### config.mk
export PLATFORM = sky130hd
export DESIGN_NAME = muldiv_unit_flat
export DESIGN_NICKNAME = d
export VERILOG_FILES = /design/src/rtl/muldiv_if.sv /design/src/rtl/muldiv_unit.sv /design/src/flat_wrapper.sv
export SDC_FILE = /design/constraint.sdc
export NUM_CORES = 1
export LEC_CHECK = 0
export CAP_MARGIN = 20
export CORE_ASPECT_RATIO = 2
export CORE_MARGIN = 4
export CORE_UTILIZATION = 34
export CTS_CLUSTER_SIZE = 28
export DETAILED_ROUTE_END_ITERATION = 10
export PLACE_DENSITY = 0.65
export SLEW_MARGIN = 25
export SYNTH_ARGS = -nofsm -noshare
export SYNTH_HDL_FRONTEND = slang
export SYNTH_SLANG_ARGS = --single-unit
### constraint.sdc
create_clock -name clk -period 3.8 [get_ports clk]
set_clock_uncertainty 0.1 [all_clocks]
set_input_delay 0.57 -clock clk [delete_from_list [all_inputs] [get_ports clk]]
set_output_delay 0.57 -clock clk [all_outputs]
set_load 0.02 [all_outputs]
### src/rtl/muldiv_if.sv
// muldiv_if: bus-side signals of the multi-cycle multiply/divide unit.
//
// Handshake: start is sampled only while the unit is idle (busy=0, done=0);
// the edge that samples it also captures op, A (from Y) and B (from bus).
// busy stays high through the iteration and fix-up cycles. done is a
// single-cycle pulse, with busy low, that marks zhi/zlo/div_by_zero as
// freshly written. A start raised at any other time is dropped, not queued.
interface muldiv_if #(
  parameter int WIDTH = 32
);
  logic [WIDTH-1:0] bus;
  logic             y_enable;
  logic             start;
  logic [1:0]       op;
  logic             busy;
  logic             done;
  logic             div_by_zero;
  logic [WIDTH-1:0] y_data;
  logic [WIDTH-1:0] zhi_data;
  logic [WIDTH-1:0] zlo_data;
  logic [1:0]       state_dbg;

  modport master (
    output bus, y_enable, start, op,
    input  busy, done, div_by_zero, y_data, zhi_data, zlo_data, state_dbg
  );

  modport slave (
    input  bus, y_enable, start, op,
    output busy, done, div_by_zero, y_data, zhi_data, zlo_data, state_dbg
  );
endinterface

### src/rtl/muldiv_unit.sv
// muldiv_unit: iterative shift-add multiplier and restoring divider.
// A operand comes from the Y register, B from the bus at start; the
// double-width result is written to ZHI/ZLO in the FIX cycle.
// Latency is WIDTH+2 cycles from the start edge to the falling edge of done.
// Optional feature macro: MULDIV_SIGNED_EN (op[0] selects signed operation;
// when undefined every op is unsigned and no sign logic exists).
module muldiv_unit #(
  parameter int WIDTH = 32
) (
  input  logic    clk,
  input  logic    clr,
  muldiv_if.slave bus_if
);
  localparam int CW = $clog2(WIDTH + 1);

  typedef enum logic [1:0] {
    S_IDLE = 2'd0,
    S_RUN  = 2'd1,
    S_FIX  = 2'd2,
    S_DONE = 2'd3
  } state_t;

  state_t             r_state;
  state_t             w_state_next;
  logic [CW-1:0]      r_cnt;
  logic [CW-1:0]      w_cnt_inc;
  logic [WIDTH-1:0]   r_y;
  logic [WIDTH-1:0]   r_zhi;
  logic [WIDTH-1:0]   r_zlo;
  logic               r_dbz;
  // Multiply: r_acc holds {partial hi, multiplier}; r_opnd the multiplicand.
  // Divide: r_acc[WIDTH-1:0] shifts dividend out and quotient in;
  // r_opnd is the divisor and r_rem the partial remainder.
  logic [2*WIDTH-1:0] r_acc;
  logic [WIDTH-1:0]   r_opnd;
  logic [WIDTH:0]     r_rem;
  logic               r_is_div;
  logic               r_dbz_pend;
  logic               w_start_go;
  logic [WIDTH-1:0]   w_a_mag;
  logic [WIDTH-1:0]   w_b_mag;
  logic [WIDTH-1:0]   w_fix_hi;
  logic [WIDTH-1:0]   w_fix_lo;
  logic [WIDTH:0]     w_mul_sum;
  logic [WIDTH:0]     w_div_shift;
  logic [WIDTH:0]     w_div_trial;
  logic               w_unused;

  assign w_start_go  = (r_state == S_IDLE) && bus_if.start;
  assign w_cnt_inc   = r_cnt + CW'(1);
  assign w_mul_sum   = {1'b0, r_acc[2*WIDTH-1:WIDTH]} + (r_acc[0] ? {1'b0, r_opnd} : '0);
  assign w_div_shift = {r_rem[WIDTH-1:0], r_acc[WIDTH-1]};
  assign w_div_trial = w_div_shift - {1'b0, r_opnd};

`ifdef MULDIV_SIGNED_EN
  logic w_a_neg;
  logic w_b_neg;
  logic r_neg_q;
  logic r_neg_r;

  assign w_a_neg  = bus_if.op[0] & r_y[WIDTH-1];
  assign w_b_neg  = bus_if.op[0] & bus_if.bus[WIDTH-1];
  assign w_a_mag  = w_a_neg ? -r_y : r_y;
  assign w_b_mag  = w_b_neg ? -bus_if.bus : bus_if.bus;
  // The top remainder bit is only a borrow during the trial subtract.
  assign w_unused = r_rem[WIDTH];

  // Record result signs at start: product/quotient negative when the
  // operand signs differ, remainder follows the dividend.
  always_ff @(posedge clk) begin
    if (w_start_go) begin
      r_neg_q <= w_a_neg ^ w_b_neg;
      r_neg_r <= w_a_neg;
    end
  end

  // Sign correction of the magnitude result for the FIX write.
  always_comb begin
    w_fix_hi = r_acc[2*WIDTH-1:WIDTH];
    w_fix_lo = r_acc[WIDTH-1:0];
    if (r_is_div) begin
      w_fix_hi = r_neg_r ? -r_rem[WIDTH-1:0] : r_rem[WIDTH-1:0];
      w_fix_lo = r_neg_q ? -r_acc[WIDTH-1:0] : r_acc[WIDTH-1:0];
      if (r_dbz_pend) w_fix_lo = '1;
    end else if (r_neg_q) begin
      {w_fix_hi, w_fix_lo} = -r_acc;
    end
  end
`else
  assign w_a_mag  = r_y;
  assign w_b_mag  = bus_if.bus;
  // op[0] has no meaning without signed support; the top remainder bit is
  // only a borrow during the trial subtract.
  assign w_unused = r_rem[WIDTH] ^ bus_if.op[0];

  // Unsigned result selection for the FIX write.
  always_comb begin
    w_fix_hi = r_acc[2*WIDTH-1:WIDTH];
    w_fix_lo = r_acc[WIDTH-1:0];
    if (r_is_div) begin
      w_fix_hi = r_rem[WIDTH-1:0];
      w_fix_lo = r_dbz_pend ? '1 : r_acc[WIDTH-1:0];
    end
  end
`endif

  // Next-state logic: RUN lasts exactly WIDTH cycles, FIX and DONE one each.
  always_comb begin
    w_state_next = r_state;
    case (r_state)
      S_IDLE:  if (bus_if.start) w_state_next = S_RUN;
      S_RUN:   if (w_cnt_inc == CW'(WIDTH)) w_state_next = S_FIX;
      S_FIX:   w_state_next = S_DONE;
      S_DONE:  w_state_next = S_IDLE;
      default: w_state_next = S_IDLE;
    endcase
  end

  // State register and iteration counter.
  always_ff @(posedge clk) begin
    if (clr) begin
      r_state <= S_IDLE;
      r_cnt   <= '0;
    end else begin
      r_state <= w_state_next;
      if (w_start_go) r_cnt <= '0;
      else if (r_state == S_RUN) r_cnt <= w_cnt_inc;
    end
  end

  // Architectural registers: Y loads any time, Z and div_by_zero only in FIX.
  always_ff @(posedge clk) begin
    if (clr) begin
      r_y   <= '0;
      r_zhi <= '0;
      r_zlo <= '0;
      r_dbz <= 1'b0;
    end else begin
      if (bus_if.y_enable) r_y <= bus_if.bus;
      if (r_state == S_FIX) begin
        r_zhi <= w_fix_hi;
        r_zlo <= w_fix_lo;
        r_dbz <= r_is_div & r_dbz_pend;
      end
    end
  end

  // Operand capture at start, then one shift-add or shift-subtract per RUN cycle.
  always_ff @(posedge clk) begin
    if (w_start_go) begin
      r_is_div   <= bus_if.op[1];
      r_dbz_pend <= bus_if.op[1] && (bus_if.bus == '0);
      r_rem      <= '0;
      if (bus_if.op[1]) begin
        r_acc  <= {{WIDTH{1'b0}}, w_a_mag};
        r_opnd <= w_b_mag;
      end else begin
        r_acc  <= {{WIDTH{1'b0}}, w_b_mag};
        r_opnd <= w_a_mag;
      end
    end else if (r_state == S_RUN) begin
      if (r_is_div) begin
        r_rem <= w_div_trial[WIDTH] ? w_div_shift : w_div_trial;
        r_acc <= {r_acc[2*WIDTH-1:WIDTH], r_acc[WIDTH-2:0], ~w_div_trial[WIDTH]};
      end else begin
        r_acc <= {w_mul_sum, r_acc[WIDTH-1:1]};
      end
    end
  end

  assign bus_if.busy        = (r_state == S_RUN) || (r_state == S_FIX);
  assign bus_if.done        = (r_state == S_DONE);
  assign bus_if.div_by_zero = r_dbz;
  assign bus_if.y_data      = r_y;
  assign bus_if.zhi_data    = r_zhi;
  assign bus_if.zlo_data    = r_zlo;
  assign bus_if.state_dbg   = r_state;
endmodule
### src/flat_wrapper.sv
// flat-port wrapper written by rule: the top's interface ports become plain ports
module muldiv_unit_flat 
#(
  parameter int WIDTH = 32
)
  (clk, clr, bus_if_bus, bus_if_y_enable, bus_if_start, bus_if_op, bus_if_busy, bus_if_done, bus_if_div_by_zero, bus_if_y_data, bus_if_zhi_data, bus_if_zlo_data, bus_if_state_dbg);
  muldiv_if #(.WIDTH(WIDTH)) bus_if_i ();
  input  logic clk;
  input  logic clr;
  input wire logic [$bits(bus_if_i.bus)-1:0] bus_if_bus;
  input wire logic [$bits(bus_if_i.y_enable)-1:0] bus_if_y_enable;
  input wire logic [$bits(bus_if_i.start)-1:0] bus_if_start;
  input wire logic [$bits(bus_if_i.op)-1:0] bus_if_op;
  output wire logic [$bits(bus_if_i.busy)-1:0] bus_if_busy;
  output wire logic [$bits(bus_if_i.done)-1:0] bus_if_done;
  output wire logic [$bits(bus_if_i.div_by_zero)-1:0] bus_if_div_by_zero;
  output wire logic [$bits(bus_if_i.y_data)-1:0] bus_if_y_data;
  output wire logic [$bits(bus_if_i.zhi_data)-1:0] bus_if_zhi_data;
  output wire logic [$bits(bus_if_i.zlo_data)-1:0] bus_if_zlo_data;
  output wire logic [$bits(bus_if_i.state_dbg)-1:0] bus_if_state_dbg;
  assign bus_if_i.bus = bus_if_bus;
  assign bus_if_i.y_enable = bus_if_y_enable;
  assign bus_if_i.start = bus_if_start;
  assign bus_if_i.op = bus_if_op;
  assign bus_if_busy = bus_if_i.busy;
  assign bus_if_done = bus_if_i.done;
  assign bus_if_div_by_zero = bus_if_i.div_by_zero;
  assign bus_if_y_data = bus_if_i.y_data;
  assign bus_if_zhi_data = bus_if_i.zhi_data;
  assign bus_if_zlo_data = bus_if_i.zlo_data;
  assign bus_if_state_dbg = bus_if_i.state_dbg;
  muldiv_unit #(.WIDTH(WIDTH)) u_core (.clk(clk), .clr(clr), .bus_if(bus_if_i));
endmodule
==> results of run 1 <==
-- kinds of logic (layout without fill, tap and decap cells) --
| family | Yosys count | in the layout | synth area share [%] |
|---|---|---|---|
| adder cells (fa/ha/maj) | 72 | 72 | 6.68 |
| XOR/XNOR | 60 | 60 | 3.97 |
| AND/OR/NAND/NOR | 364 | 364 | 12.7 |
| flip-flops | 235 | 235 | 41.5 |
| multiplexers | 177 | 177 | 13.2 |
| AO/OA/AOI/OAI | 385 | 385 | 18.0 |
| buffers and inverters | 140 | 269 | 3.94 |
-- sequential cells by signal, summed over array words and instances (netlist names) --
| signal | flops |
|---|---|
| u_core.r_cnt | 6 |
| u_core.bus_if.y_data | 32 |
| u_core.bus_if.zlo_data | 32 |
| u_core.bus_if.zhi_data | 32 |
| u_core.bus_if.div_by_zero | 1 |
| u_core.r_dbz_pend | 1 |
| u_core.r_acc | 64 |
| u_core.bus_if.state_dbg | 2 |
| u_core.r_is_div | 1 |
| u_core.r_rem | 32 |
| u_core.r_opnd | 32 |
-- metrics by stage --
step	cell area, um^2	setup TNS [ns]	power (W)	utilization (%)	cells
2_1_floorplan	13700	0	0.00940	-	1433
3_3_place_gp	15700	0	0.0118	39.7	2047
3_5_place_dp	15700	0	0.0119	39.7	2047
4_1_cts	16500	0	0.0143	41.6	2087
5_1_grt	16500	-0.0367	0.0152	41.6	2087
6_report	16500	0	0.0142	41.6	2087
-- cells in the mapped netlist, drive strengths merged (36+ instances only) --
cell type	number
o21ai	61
a21oi	142
and2	36
nand2	54
a211oi	76
nor2	140
mux2i	145
clkbuf	68
inv	53
dfxtp	137
edfxtp	98
ha	70
nor2b	40
-- per-layer routing --
metal	wire [um]	track usage, %
met5	0	0
met3	1440	1.82
met1	15000	19.2
met4	1980	8.58
met2	21800	34.4
-- worst max-delay path by stage --
stage / end / slack [ns]
final: u_core.r_acc[59] / 0.12
after global routing: u_core.r_acc[61] / -0.02
after CTS: u_core.r_acc[63] / 0.003
after detailed placement: u_core.r_acc[63] / 0.02
after global placement: u_core.r_acc[61] / 0.06
after floorplan: u_core.r_acc[61] / 0.41
-- repair_timing --
item                       4_1_cts  5_1_grt
gates resized for setup          0        4
hold buffers                     0        0
setup endpoints to repair        0        8
-- report_power, final --
part           internal [W]  leakage [nW]  switching [W]
sequential          0.00378          2.08       0.000740
clock               0.00132         0.366        0.00101
combinational       0.00310          4.01        0.00428
total               0.00820          6.46        0.00604
-- cell type report --
cell class | count | area [um^2] | area share [%]
clock buffer | 33 | 684 | 4.14
clock inverter | 7 | 63.8 | 0.386
timing repair buffer | 176 | 1710 | 10.3
multi-input combinational | 1058 | 7530 | 45.6
tap | 525 | 657 | 3.98
inverter | 53 | 199 | 1.20
sequential | 235 | 5690 | 34.4
-- worst max-delay path, delay by kind of cell (launching register included) --
family	cells	cell delay [ns]
compound gates	7	1.87
xor+xnor	1	0.18
fa+ha+maj	1	0.30
buf+inv	1	0.22
flops	1	0.51
simple gates	2	0.23
==> metrics, run 1 <==
DRC Markers=0; nets=around 1700; global route overflow=0; WHS Path Cells=2; Total GRT Usage=18.0%; post-synth top area cell=edfxtp_1; filler cell count=3994; register area share after synthesis=slightly above 40%; root buffer cell=clkbuf_16; worst skew pair latency=0.54 ns; Setup WS post-layout=around 0.12 ns; Initial Util=34.5%; Die H=292 um; Final Wtd Congestion=between 0.9 and 1; I/O pin count=~140; Max Slew Vio Count=0; TritonCTS clock tree=yes; Mapped Nets=between 1500 and 2000; status=complete, no violations; share of layout cells above drive strength 1=7.87%; Hold Path Class=flip-flop to flip-flop; Chip Width=150 um; Worst path max stage delay=~0.51 ns; endpoints failing setup=0; Power Dens Cells=roughly 860 mW/mm^2; first-pass GRT wire length=63000 um; Critical Path Start=u_core.r_acc[0]; share of the synthesized area in the top cell type=21.5%; average vias per placed instance=5.33; cell breakdown of the critical path=buf_4, and2_1, ha_1, o21a_1, o31a_1, o32a_1, a2111o_1, a31oi_4, a21oi_2, a21boi_0, xor2_1, nor2_1; WL/cell=19.3 um; H-tree levels=1; startpoint types=flip-flop; hold_ws=0.383 ns; MaxCap Viol Count=0; WHS Endpoint=u_core.bus_if.zhi_data[21]; final hold violation count=0; R2R depth=12; most frequent cells in the layout=145 x mux2i_1, 140 x nor2_1, 139 x a21oi_1, 137 x dfxtp_1, 134 x clkdlybuf4s50_1; Crit Path Category=flip-flop to flip-flop; Post-synth ARST share=0%; max_slew headroom=between 30 and 40%; Max VDD drop=0.000483 V; Yosys cell types=between 60 and 70; worst slack, placed=0.0244 ns; RR Endpoint=u_core.r_acc[59]; r2r startpoint=u_core.r_acc[0]; element type at the critical path end=flip-flop; Post-synth EDFFs=98; Leak=approximately 6.5 nW; Post-Syn Instances=1433; DR pass1 iterations=5; synth top area cells=edfxtp_1 21%, dfxtp_1 20%, mux2i_1 11%; clk slew on worst S/H paths=approximately 0.070 ns; vias in the first global route=11400; buffers added on ports=137; # diodes=0; actual slew at the worst max-slew pin=0.915 ns; Post-Syn Area=approximately 0.014 mm^2; fin crit period=about 3.7 ns; total CTS buffers=22; Critical Path RT=3.99 ns; largest net degree at the start of global routing=a little under 70; die area=0.0438 mm^2; CTS Buffer Depth=3; clk sinks=235; Row Count=103; flop2flop setup slack=0.12 ns; Arr. time, crit path=roughly 3.9 ns; Fmax=272 MHz; synthesized area per cell=9.57 um^2; Slowest-stage cell, CP=edfxtp_1; final period utilization=between 90 and 100%; maximum fanout along the worst path=10; HP Start=u_core.bus_if.zhi_data[21]; Post-CTS Setup Bufs=0; DRT iter0 DRCs=540; post-route ant nets=0; DR vias=between 10000 and 15000; synthesized flop and latch total=235; prevailing post-synth register cell=dfxtp_1; Core Footprint=0.0397 mm^2; WL final=40300 um; most common cell after layout, fill and taps aside=mux2i_1; antenna violations before repair=0; YS warnings=0; Layout area overhead=20.5%; detailed placement HPWL=30400 um
Power figures use the tool's default switching activity.
==> inputs of run 2 (changes only) <==
Settings changed: CTS_BUF_LIST from default to sky130_fd_sc_hd__clkbuf_8 sky130_fd_sc_hd__clkbuf_16, CTS_CLUSTER_DIAMETER from default to 60.
==> run 2 against run 1 <==
  * Total power shrank 4.3%
  * Die area unchanged
  * Critical path depth did not move
  * Maximum frequency about the same
  * Register-to-register slack hardly changed
  * Design area shrank 1.8%
  * First-iteration DRC count rose by 13%
  * Non-clock buffer count is the same
  * Clock power decreased by 26%
  * Routed wire length down 0.38%
==> metrics, run 2 (synthesis gave the netlist of run 1 again) <==
status=complete, no violations; endpoints failing setup=0; average vias per placed instance=5.36; detailed placement HPWL=30400 um; DR vias=11100; Leak=6.33 nW; element type at the critical path end=flip-flop; hold_ws=0.388 ns; Crit Path Category=flip-flop to flip-flop; Power Dens Cells=about 840 mW/mm^2; most frequent cells in the layout=145 x mux2i_1, 140 x nor2_1, 139 x a21oi_1, 137 x dfxtp_1, 134 x clkdlybuf4s50_1; DRT iter0 DRCs=610; flop2flop setup slack=0.12 ns; buffers added on ports=137; Reg power frac=33.1%; total chip power=0.0136 W; clk slew on worst S/H paths=0.12 ns; post-route ant nets=0; final hold violation count=0; die area=0.0438 mm^2; startpoint types=flip-flop; Power Internal=0.00764 W; fin crit period=3.68 ns; total CTS buffers=14; TritonCTS clock tree=yes; max FFs per register=64; Post-CTS Setup Bufs=0; maximum fanout along the worst path=10; Die H=292 um; largest net degree at the start of global routing=approximately 70; antenna violations before repair=0; H-tree levels=1; # diodes=0; Initial Util=34.5%; filler cell count=4016; global route overflow=0; actual slew at the worst max-slew pin=0.920 ns; DRC Markers=0; Max Slew Vio Count=0; Core Footprint=~0.040 mm^2; final cell count without fillers=2071; clk sinks=235; DR pass1 iterations=5; vias in the first global route=between 10000 and 15000; share of layout cells above drive strength 1=7.12%; most flop-heavy register=u_core.r_acc; Total GRT Usage=17.9%; worst skew pair latency=0.53 ns; dpl cells=2047; root buffer cell=clkbuf_16; MaxCap Viol Count=0; CTS Buffer Depth=3; first-pass GRT wire length=62700 um; Chip Width=150 um; Final Wtd Congestion=0.935; final period utilization=96.8%; Max VDD drop=0.000336 V; unrepaired setup endpoints after global routing=no; Setup TNS=0 ns; combinational fraction of design power=approximately 54%; Arr. time, crit path=3.87 ns; WL final=40100 um; Sw Ratio=43.9%; Clock power frac=12.7%; Hold-fix buffers, CTS=0; most common cell after layout, fill and taps aside=mux2i_1; WL/cell=19.4 um; Row Count=~100; Fmax=roughly 270 MHz; sw power=about 0.0060 W; Critical Path RT=3.99 ns; max_slew headroom=38.7%; Layout area overhead=18.4%; I/O pin count=139; Hold Path Class=flip-flop to flip-flop; nets=1648
[run 2: changes by cell type in the layout (fill, tap and decap cells not counted), moves of 2 or more]
cell / previous run / this run
clkbuf_1: 4 / 0
clkbuf_16: 24 / 15
clkbuf_8: 5 / 0
clkinv_1: 2 / 0
clkinv_2: 2 / 0
inv_1: 53 / 55
inv_6: 0 / 3
inv_8: 0 / 3
[run 2: what timing repair did]
item,4_1_cts,5_1_grt
endpoints found under the setup margin,0,9
hold endpoints to repair,0,0
gates resized for setup,0,3
[run 2: metal layers]
metal	track usage [%]	share of wire, %	vias up
li1	-	-	5428
met1	19.1	38	5314
met2	34.2	55	262
met3	1.57	3.0	96
met4	9.25	4.9	0
met5	0	0	-
[run 2: critical path, stage by stage (launching register included)]
cell      delay (ns)
edfxtp_1        0.53
buf_4           0.22
and2_1          0.16
ha_1            0.30
o21a_1          0.20
o31a_1          0.14
o32a_1          0.37
a2111o_1        0.47
a31oi_4         0.28
a21oi_2         0.15
a31oi_1         0.28
o21ai_0         0.10
nor3b_1         0.15
[run 2: final timing paths]
kind / end / start / cells past startpoint
max: u_core.r_acc[63] / u_core.r_acc[0] / 12
max reg2reg: u_core.r_acc[63] / u_core.r_acc[0] / 12
min: u_core.bus_if.zhi_data[21] / u_core.bus_if.zhi_data[21] / 2
min reg2reg: u_core.bus_if.zhi_data[21] / u_core.bus_if.zhi_data[21] / 2
[run 2: final cells by class]
type	count	area, um^2	area share (%)
clock buffers	15	375	2.31
clock inverters	9	83.8	0.517
inverters	53	199	1.23
multi-input cells	1058	7520	46.3
flip-flops and latches	235	5690	35.0
well taps	525	657	4.05
repair buffers	176	1710	10.5
[run 2: stage by stage]
stage	util (%)	area (um^2)	setup slack, ns
after floorplan	-	13700	0.414
after global placement	39.7	15700	0.0573
after detailed placement	39.7	15700	0.0244
after CTS	40.8	16200	0.0117
after global routing	40.9	16200	0.0109
final	40.9	16200	0.123
[run 2: power by group through the flow]
stage / combinational, W / clock (W) / sequential (W)
final: 0.00738 / 0.00173 / 0.00451
after global routing: 0.00809 / 0.00185 / 0.00462
after CTS: 0.00738 / 0.00178 / 0.00451
after detailed placement: 0.00734 / 0 / 0.00457
after global placement: 0.00723 / 0 / 0.00455
after floorplan: 0.00481 / 0 / 0.00459
==> inputs of run 3 (changes only) <==
Settings changed: CTS_CLUSTER_SIZE 28 to 20.
==> run 3 against run 2 <==
  * Total power increased by 0.50%
  * First-iteration DRC count shrank 5.6%
  * Sequential power is essentially flat
  * Combinational power is essentially flat
  * Critical endpoint unchanged
  * Largest cell class unchanged
==> metrics, run 3 (synthesis gave the netlist of run 1 again) <==
Top delay family on crit path=compound AO/OA/AOI/OAI gates; Critical Path RT=3.96 ns; endpoints failing setup=0; Max Slew Vio Count=0; element type at the critical path end=flip-flop; Setup TNS=0 ns; root buffer cell=clkbuf_16; first-pass GRT wire length=62800 um; share of layout cells above drive strength 1=7.16%; fin util=41.0%; worst skew pair latency=around 0.52 ns; nets=1650; Reg power frac=33.0%; vias in the first global route=11300; Arr. time, crit path=3.80 ns; WHS Endpoint=u_core.bus_if.zhi_data[21]; flop2flop setup slack=0.16 ns; H-tree levels=1; WL final=40100 um; fin crit period=3.64 ns; filler cell count=4016; Die H=approximately 290 um; CP most frequent cell=a31oi_4; Hold-fix buffers, CTS=0; largest net degree at the start of global routing=just under 70; grt peak-use layer=met2; DRC Markers=0; Setup WS post-layout=~0.16 ns; Crit Path Category=flip-flop to flip-flop; r2r startpoint=u_core.r_acc[0]; clk slew on worst S/H paths=0.08 ns; total CTS buffers=16; # diodes=0; worst slack, placed=0.0244 ns; buffers added on ports=137; WHS Path Cells=2; antenna violations before repair=0; Worst Path Buf+Inv=1; Max VDD drop=0.000437 V; M1 GR Usage=19.1%; final cell count without fillers=approximately 2100; most common cell after layout, fill and taps aside=mux2i_1; DR pass1 iterations=5; max FFs per register=64; final hold violation count=0; Sw Ratio=43.7%; sw power=roughly 0.006 W; die area=0.0438 mm^2; actual slew at the worst max-slew pin=0.916 ns; RR Endpoint=u_core.r_acc[63]; CTS Buffer Depth=3; WL/cell=about 19 um; average vias per placed instance=5.34; clk sinks=235; post-route ant nets=0; DRT iter0 DRCs=between 500 and 600; TritonCTS clock tree=yes; Clock power frac=between 10% and 20%; Power Dens Cells=841 mW/mm^2; Hold Path Class=flip-flop to flip-flop; GR Util met3=1.66%; Initial Util=approximately 35%; Fmax=between 200 and 300 MHz; met2 usage=34.5%; detailed placement HPWL=30400 um; dpl cells=2047; Final Wtd Congestion=0.935; unrepaired setup endpoints after global routing=no; global route overflow=0; HP Start=u_core.bus_if.zhi_data[21]; Layout area overhead=18.7%; most frequent cells in the layout=145 x mux2i_1, 140 x nor2_1, 139 x a21oi_1, 137 x dfxtp_1, 134 x clkdlybuf4s50_1; status=complete, no violations; most flop-heavy register=u_core.r_acc; final period utilization=95.8%; Post-CTS Setup Bufs=0; maximum fanout along the worst path=10; Chip Width=150 um; combinational fraction of design power=between 50 and 60%; cell breakdown of the critical path=buf_4, and2_1, ha_1, o21a_1, o31a_1, o32a_1, a2111o_1, a31oi_4, a21oi_4, a31oi_4, o21ai_0, nor3b_1; max_slew headroom=38.9%; Core Footprint=between 0.03 and 0.04 mm^2; startpoint types=flip-flop; Leak=6.36 nW; Power Internal=0.00771 W; MaxCap Viol Count=0; Row Count=103; I/O pin count=roughly 140; R2R depth=12; Slowest-stage cell, CP=edfxtp_1; DR vias=11100; Total GRT Usage=roughly 18%; Worst path max stage delay=~0.52 ns
==> run 3: cell types whose count changed in the layout (fill, tap and decap cells not counted), sizes merged <==
cell and change:
inv -2, clkinv +4, clkbuf +2
==> run 3: power by group through the flow <==
stage | registers (W) | logic, W | clock network [W]
floorplan | 0.00459 | 0.00481 | 0
finish | 0.00452 | 0.00741 | 0.00176
detailed placement | 0.00457 | 0.00734 | 0
CTS | 0.00452 | 0.00737 | 0.00180
global route | 0.00462 | 0.00812 | 0.00188
global placement | 0.00455 | 0.00723 | 0
==> run 3: worst reg2reg max path, delay by kind of cell, from the launching register on <==
kind / cells / cell delay (ns)
buf+inv: 1 / 0.23
compound gates: 8 / 1.93
simple gates: 2 / 0.31
flops: 1 / 0.52
fa+ha+maj: 1 / 0.30
==> run 3: timing repair <==
item / CTS / global route
resized for setup: 1 / 7
setup endpoints to repair: 1 / 7
pin swaps: 0 / 3
==> run 3: routing by layer <==
metal	up-vias	wire length [um]
met5	-	0
met4	0	1980
met3	102	1140
met2	261	21800
met1	5271	15200
li1	5441	-
==> run 3: through the flow <==
step | hold slack (ns) | instance area [um^2] | power, W
3_3_place_gp | 0.373 | 15700 | 0.0118
6_report | 0.387 | 16300 | 0.0137
2_1_floorplan | 0.369 | 13700 | 0.00940
3_5_place_dp | 0.378 | 15700 | 0.0119
5_1_grt | 0.412 | 16300 | 0.0146
4_1_cts | 0.390 | 16200 | 0.0137
==> run 3: worst max-delay path by stage <==
stage / startpoint / endpoint / cells after the start / slack, ns
after floorplan: u_core.r_acc[0] / u_core.r_acc[61] / 14 / 0.41
after global placement: u_core.r_acc[0] / u_core.r_acc[61] / 13 / 0.06
after detailed placement: u_core.r_acc[0] / u_core.r_acc[63] / 13 / 0.02
after CTS: u_core.r_acc[0] / u_core.r_acc[63] / 12 / 0.07
after global routing: u_core.r_acc[0] / u_core.r_acc[62] / 12 / 0.01
final: u_core.r_acc[0] / u_core.r_acc[63] / 12 / 0.16
==> run 3: layout make-up <==
class / count / area [um^2] / area share (%)
multi-input cells: 1058 / 7550 / 46.4
clock buffers: 17 / 425 / 2.61
inverters: 53 / 199 / 1.22
well taps: 525 / 657 / 4.04
repair buffers: 176 / 1710 / 10.5
flip-flops and latches: 235 / 5690 / 34.9
clock inverters: 11 / 56.3 / 0.346
